[config.mk]
export PLATFORM = sky130hd
export DESIGN_NAME = sio_tx_framer_flat
export DESIGN_NICKNAME = d
export VERILOG_FILES = /design/src/rtl/sio_tx_framer_if.sv /design/src/rtl/sio_tx_framer.sv /design/src/flat_wrapper.sv
export SDC_FILE = /design/constraint.sdc
export NUM_CORES = 1
export LEC_CHECK = 0
export BUFFER_PORTS_ARGS = -buffer_cell sky130_fd_sc_hd__buf_2
export CAP_MARGIN = 20
export CELL_PAD_IN_SITES_DETAIL_PLACEMENT = 1
export CELL_PAD_IN_SITES_GLOBAL_PLACEMENT = 2
export CORE_MARGIN = 4
export CORE_UTILIZATION = 32
export DETAILED_ROUTE_END_ITERATION = 16
export PLACE_DENSITY = 0.77
export SETUP_SLACK_MARGIN = 0.05
export SLEW_MARGIN = 20
export SYNTH_ARGS = -nofsm -noshare
export SYNTH_HDL_FRONTEND = slang
export SYNTH_SLANG_ARGS = --single-unit
[constraint.sdc]
create_clock -name c -period 2.4 [get_ports c]
set_input_delay 0.36 -clock c [delete_from_list [all_inputs] [get_ports c]]
set_output_delay 0.36 -clock c [all_outputs]
set_load 0.005 [all_outputs]
[src/rtl/sio_tx_framer_if.sv]
// rtl/sio_tx_framer_if.sv - payload handshake bundle for the serial IO transmit framer
interface sio_tx_framer_if #(
    parameter int NBT = 40
);
    logic           wvalid;
    logic [NBT-1:0] wdata;
    logic           wready;

    // Payload source side
    modport master (
        output wvalid,
        output wdata,
        input  wready
    );

    // Framer side
    modport slave (
        input  wvalid,
        input  wdata,
        output wready
    );
endinterface

[src/rtl/sio_tx_framer.sv]
// rtl/sio_tx_framer.sv - serial IO transmit framer, nibble stream plus tristate (optional SIO_TX_PARITY_EN)
module sio_tx_framer #(
    parameter int NBT  = 40,
    parameter int PRE  = 2,
    parameter int POST = 2,
    parameter int GAP  = 4
) (
    input  logic             c,
    input  logic             r,
    sio_tx_framer_if.slave   w,
    output logic [3:0]       td,
    output logic             t,
    output logic             busy,
    output logic             done
);

`ifdef SIO_TX_PARITY_EN
    localparam int PAR = 1;
`else
    localparam int PAR = 0;
`endif

    // Start bit + payload (+ parity), padded with ones to a whole nibble
    localparam int NDATA = (NBT + 4 + PAR) / 4;
    localparam int SW    = 4 * NDATA;

    localparam int MAX_AB = (PRE > NDATA) ? PRE : NDATA;
    localparam int MAX_CD = (POST > GAP) ? POST : GAP;
    localparam int MAXC   = (MAX_AB > MAX_CD) ? MAX_AB : MAX_CD;
    localparam int CW     = (MAXC < 2) ? 1 : $clog2(MAXC + 1);

    // Terminal counts; zero-length phases are never entered, so 0 is a safe stand-in
    localparam logic [CW-1:0] PRE_LAST  = CW'(PRE - 1);
    localparam logic [CW-1:0] DATA_LAST = CW'(NDATA - 1);
    localparam logic [CW-1:0] POST_LAST = CW'((POST > 0) ? POST - 1 : 0);
    localparam logic [CW-1:0] GAP_LAST  = CW'((GAP > 0) ? GAP - 1 : 0);

    typedef enum logic [2:0] {
        S_IDLE,
        S_PRE,
        S_DATA,
        S_POST,
        S_GAP
    } state_t;

    state_t          state;
    logic [CW-1:0]   cnt;
    logic [SW-1:0]   sh;
    logic [SW-1:0]   s_init;
    logic            wready_q;

    assign w.wready = wready_q;

    // Assemble the on-wire bit string from the payload: 0, wdata MSB first, (parity), ones
    always_comb begin
        s_init                 = '1;
        s_init[SW-1]           = 1'b0;
        s_init[SW-2 -: NBT]    = w.wdata;
`ifdef SIO_TX_PARITY_EN
        s_init[SW-2-NBT]       = ^w.wdata;
`endif
    end

    // Frame sequencer: all line and handshake outputs are registered here
    always_ff @(posedge c) begin
        if (r) begin
            state    <= S_IDLE;
            cnt      <= '0;
            sh       <= '1;
            td       <= 4'hF;
            t        <= 1'b1;
            wready_q <= 1'b1;
            busy     <= 1'b0;
            done     <= 1'b0;
        end else begin
            case (state)
                S_IDLE: begin
                    done <= 1'b0;
                    if (w.wvalid && wready_q) begin
                        sh       <= s_init;
                        cnt      <= '0;
                        state    <= S_PRE;
                        t        <= 1'b0;
                        td       <= 4'hF;
                        wready_q <= 1'b0;
                        busy     <= 1'b1;
                    end
                end

                S_PRE: begin
                    if (cnt == PRE_LAST) begin
                        cnt   <= '0;
                        state <= S_DATA;
                        td    <= sh[SW-1 -: 4];
                        sh    <= {sh[SW-5:0], 4'hF};
                    end else begin
                        cnt <= cnt + CW'(1);
                    end
                end

                S_DATA: begin
                    if (cnt == DATA_LAST) begin
                        cnt <= '0;
                        td  <= 4'hF;
                        if (POST > 0) begin
                            state <= S_POST;
                        end else begin
                            // No postamble: release the line straight after the last nibble
                            t    <= 1'b1;
                            done <= 1'b1;
                            if (GAP > 0) begin
                                state <= S_GAP;
                            end else begin
                                state    <= S_IDLE;
                                wready_q <= 1'b1;
                                busy     <= 1'b0;
                            end
                        end
                    end else begin
                        cnt <= cnt + CW'(1);
                        td  <= sh[SW-1 -: 4];
                        sh  <= {sh[SW-5:0], 4'hF};
                    end
                end

                S_POST: begin
                    if (cnt == POST_LAST) begin
                        cnt  <= '0;
                        t    <= 1'b1;
                        td   <= 4'hF;
                        done <= 1'b1;
                        if (GAP > 0) begin
                            state <= S_GAP;
                        end else begin
                            state    <= S_IDLE;
                            wready_q <= 1'b1;
                            busy     <= 1'b0;
                        end
                    end else begin
                        cnt <= cnt + CW'(1);
                    end
                end

                S_GAP: begin
                    // done is a single pulse in the first released cycle
                    done <= 1'b0;
                    if (cnt == GAP_LAST) begin
                        cnt      <= '0;
                        state    <= S_IDLE;
                        wready_q <= 1'b1;
                        busy     <= 1'b0;
                    end else begin
                        cnt <= cnt + CW'(1);
                    end
                end

                default: begin
                    state    <= S_IDLE;
                    cnt      <= '0;
                    td       <= 4'hF;
                    t        <= 1'b1;
                    wready_q <= 1'b1;
                    busy     <= 1'b0;
                    done     <= 1'b0;
                end
            endcase
        end
    end

endmodule

[src/flat_wrapper.sv]
// flat-port wrapper written by rule: the top's interface ports become plain ports
module sio_tx_framer_flat 
#(
    parameter int NBT  = 40,
    parameter int PRE  = 2,
    parameter int POST = 2,
    parameter int GAP  = 4
)
  (c, r, td, t, busy, done, w_wvalid, w_wdata, w_wready);
  sio_tx_framer_if #(.NBT(NBT)) w_i ();
  input  logic c;
  input  logic r;
  output logic [3:0] td;
  output logic t;
  output logic busy;
  output logic done;
  input wire logic [$bits(w_i.wvalid)-1:0] w_wvalid;
  input wire logic [$bits(w_i.wdata)-1:0] w_wdata;
  output wire logic [$bits(w_i.wready)-1:0] w_wready;
  assign w_i.wvalid = w_wvalid;
  assign w_i.wdata = w_wdata;
  assign w_wready = w_i.wready;
  sio_tx_framer #(.NBT(NBT), .PRE(PRE), .POST(POST), .GAP(GAP)) u_core (.c(c), .r(r), .w(w_i), .td(td), .t(t), .busy(busy), .done(done));
endmodule
After elaboration in Yosys (flattened, before gate mapping) --
Cells that the tools add are included. W data, S select, Z words.
Storage, ports and cells: flip-flop bits (word level) 59, bits of input ports 43, output and inout port bits 8, word-level logic and storage cells 68
Cells by class: add/subtract/negate cells 1, equal/unequal tests 13, muxes and demuxes 29, bitwise logic cells 4, reductions and logical operators 13
Operators by type and width (count):
- $mux W44 | 3
- $pmux W44 S3 | 1
- $mux W4 | 8
- $pmux W4 S5 | 1
- $pmux W4 S4 | 1
- $mux W3 | 5
- $pmux W3 S5 | 1
- $ne A2 B1 Y1 const B | 5
- $pmux W1 S3 | 3
- $reduce_and A4 Y1 | 2
- $eq A3 B2 Y1 const B | 2
- $reduce_and A3 Y1 | 2
- $reduce_or A3 Y1 | 2
- $mux W1 | 5
- $reduce_and A5 Y1 | 1
- $add A4 B1 Y4 const B | 1
- $eq A4 B1 Y1 const B | 1
- $eq A4 B2 Y1 const B | 1
- $eq A4 B4 Y1 const B | 1
- $not A1 Y1 | 4
- $reduce_or A2 Y1 | 2
- $eq A3 B1 Y1 const B | 1
- $eq A3 B3 Y1 const B | 1
- $logic_not A3 Y1 | 1
- 5 further kinds | 5

Logic depth before layout (Yosys ltp) --
depth after elaboration 4, mapped depth 8

Worst setup path after synthesis --
Ideal clock, no wire load.
path kind register -> register, start register u_core.cnt[0], end register u_core.sh[10], library setup time 0.123 ns, arrival time 1.760 ns, required time 2.277 ns, path slack 0.516 ns, stages on the path, launching flop included 8, buffers on the path 2, period minus slack after synthesis 1.884 ns, cells stage by stage dfxtp_1 ha_1 or3b_1 a221oi_2 and2_1 buf_2 buf_4 a31oi_1
Between the ends: cells in the longest elaborated chain, start to end 3
RTL lines:
- start: declaration | line sio_tx_framer.sv:47 | logic [CW-1:0] cnt;
- start signal: assignment | line sio_tx_framer.sv:97 | cnt <= cnt + CW'(1);
- start signal: assignment | line sio_tx_framer.sv:120 | cnt <= cnt + CW'(1);
- start signal: assignment | line sio_tx_framer.sv:140 | cnt <= cnt + CW'(1);
- $eq A4 B4 Y1 or $eq A4 B1 Y1 (tied branches) | line sio_tx_framer.sv:102, sio_tx_framer.sv:91
- $ne A2 B2 Y1 (no line) or $ne A2 B1 Y1 (tied branches)
- $reduce_and A4 Y1 (no line) *
- end signal: assignment | line sio_tx_framer.sv:80 | sh <= s_init;
- end signal: assignment | line sio_tx_framer.sv:95 | sh <= {sh[SW-5:0], 4'hF};
- end signal: assignment | line sio_tx_framer.sv:122 | sh <= {sh[SW-5:0], 4'hF};
- end: declaration | line sio_tx_framer.sv:48 | logic [SW-1:0] sh;
Mark *: on every way between the ends. The rest lies on a longest branch, timed or not. A chain may end at the register's enable or synchronous reset.

Worst setup path in the final report --
start register u_core.cnt[0], end register u_core.sh[17]
Same word-level chain as after synthesis.

==> results.cfg <==
[run_status]
status = completed

[timing]
layout_min_cycle_time_ns = 2.109
maxSlewViolCount = 0
fin_crit_sh_pct = 87.87
fin_setup_tns_ns = 0
setup_violations = 0
fin_skew_ns = 0.01130
hold_viol = 0
worst_slack_ns = 0.2912
fmax_mhz = 474.2
max_slew_margin_pct = 52.83
grt_setup_unrepaired = false
tightest_slew_ns = 0.7049

[cts]
post_cts_buffers = 0
root_buffer = clkbuf_8
cts-resized-gates = 0
cts_max_level = 2
cts_hold_buf = 0
clk_latency_ns = 0.31
cts_tree = done
numCtsBuffers = 5
cts.sinks = 56
clockBufferDepth = 2
clk_pin_slew_ns = 0.10

[drt]
ant_nets = 0
vias_per_cell = 5.545
firstDrtPassIters = 4
drtIter0Drc = 89
vias = 2573
routedWlPerCell_um = 16.35
wirelength_um = 7588
remaining_drc_errors = 0

[logic_synthesis]
netlist_area_um2 = 2678
synth.top_cell.area_share_pct = 41.87
synth-edff-count = 0
syn_avg_cell_area_um2 = 8.213
synth_cells = 326
ys_top_cells_by_area = dfxtp_1 (42%), a211oi_1 (11%), a31oi_1 (9.1%)
synth_nets = 372
synth_most_common_cell = dfxtp_1
ys_ff_latch = 56
synth_ff_type = dfxtp_1
yosys_warnings = 0
synth_top_area_cell = dfxtp_1
synth.distinct_cells = 40
seq_area_frac_synth_pct = 41.87
synthArstFlopShare_pct = 0
synth.cells.most_frequent = dfxtp_1 (56), a21oi_1 (45), nand2_1 (41)

[flow_run]
cap_violations = 0

[die]
design.core.area_um2 = 8175
dieWidth_um = 99.48
die_y_um = 99.48
placement_rows = 33
dieArea_um2 = 9895
start_util_pct = 32.75
ios = 51

[grt]
gr-total-overflow = 0
grt_max_degree = 62
grt_first_pass_wirelength_um = 12630
grt_pass1_vias = 2602
antenna_found_initial = 0
grt_use_total_pct = 15.35

[place]
gp_congestion = 0.8271
dp_slack_ns = 0.2729
dp_hpwl_um = 5049
portBuffers = 50

[critical_path]
critPathKind = reg2reg
max_stage_delay_ns = 0.44
end_kind = flop
worstPathMaxFanout = 23
crit_arrival_ns = 2.30
cp.required_ns = 2.59
path_cells = ha_1, or3b_1, a221oi_4, and2_1, buf_4, a31oi_1
cpMaxStageDelayCell = dfxtp_1
startpoint_type = flop

[layout]
area_growth_pct = 15.84
finalNetCount = 404
drive_gt1_share_pct = 20.89
fill_cells = 1017
diodes = 0

[hold_path]
worstHoldPathType = in2reg

[power]
p_leak_uw = 0.001160
p_per_area_nw_per_um2 = 828.7
ir_drop_mv = 0.2864
finalPower_uw = 2570
## per-layer routing
metal  up-vias  share of wire (%)  global-route usage [%]
met1      1234                 50                   21.68
met4         0               0.78                   2.836
met5         -                  0                       0
met3         6                3.6                   2.805
li1       1288                  -                       -
met2        45                 46                   24.69
## report_power, final
part	internal [uW]	switching, uW
Clock	236	307
Combinational	303	491
Sequential	1110	120
Total	1650	919
## worst max-delay path: cells and delay by family (launching register included)
kind,cells,cell delay (ns)
flops,1,0.44
buf+inv,1,0.27
fa+ha+maj,1,0.23
simple gates,2,0.60
compound gates,2,0.45
## kinds of logic (layout without fill, tap and decap cells)
family | count (synthesis) | after routing | share of synthesized area (%)
compound gates | 147 | 147 | 35.19
simple gates | 78 | 78 | 14.35
flops | 56 | 56 | 41.87
buf+inv | 40 | 73 | 6.542
fa+ha+maj | 3 | 3 | 1.402
xor+xnor | 2 | 2 | 0.6543
## stage by stage
step	hold WS [ns]	instances	instance area (um2)	util [%]
floorplan	0.4416	326	2678	-
global placement	0.4452	456	3008	36.79
detailed placement	0.4578	456	3008	36.79
CTS	0.2927	464	3102	37.94
global route	0.2996	464	3102	37.94
finish	0.3024	464	3102	37.94
## sequential cells by signal, summed over array words and instances (netlist names)
signal	flops
u_core.done	1
u_core.busy	1
u_core.w.wready	1
u_core.t	1
u_core.td	4
u_core.cnt	4
u_core.sh	41
u_core.state	3
## layout make-up
| cell class | count | area, um2 | share of cell area (%) |
|---|---|---|---|
| multi-input cells | 230 | 1399 | 45.10 |
| flip-flops and latches | 56 | 1121 | 36.14 |
| repair buffers | 60 | 337.8 | 10.89 |
| well taps | 105 | 131.4 | 4.236 |
| clock buffers | 7 | 86.33 | 2.783 |
| inverters | 5 | 18.77 | 0.6051 |
| clock inverters | 1 | 7.507 | 0.2420 |
## cells in the final DEF, fill, tap and decap left out, types with 4 or more instances in the layout
cell	Yosys	layout
nor2_1	10	9
buf_4	4	9
nand2_1	41	41
o21ai_0	6	6
a31oi_1	39	39
buf_2	8	50
clkbuf_8	0	6
nor3_1	4	4
a211oi_1	40	40
dfxtp_1	56	56
inv_1	5	5
a21oi_1	45	45
o22a_1	4	4
## final timing paths
check / startpoint / slack (ns) / cells past startpoint / to
worst min-delay path: w_wdata[22] / 0.30 / 3 / u_core.sh[25]
worst min register to register: u_core.done / 0.47 / 2 / u_core.done
worst max-delay path: u_core.cnt[0] / 0.29 / 6 / u_core.sh[17]
worst max register to register: u_core.cnt[0] / 0.29 / 6 / u_core.sh[17]
Note: power is estimated with default switching activity, not from simulation.
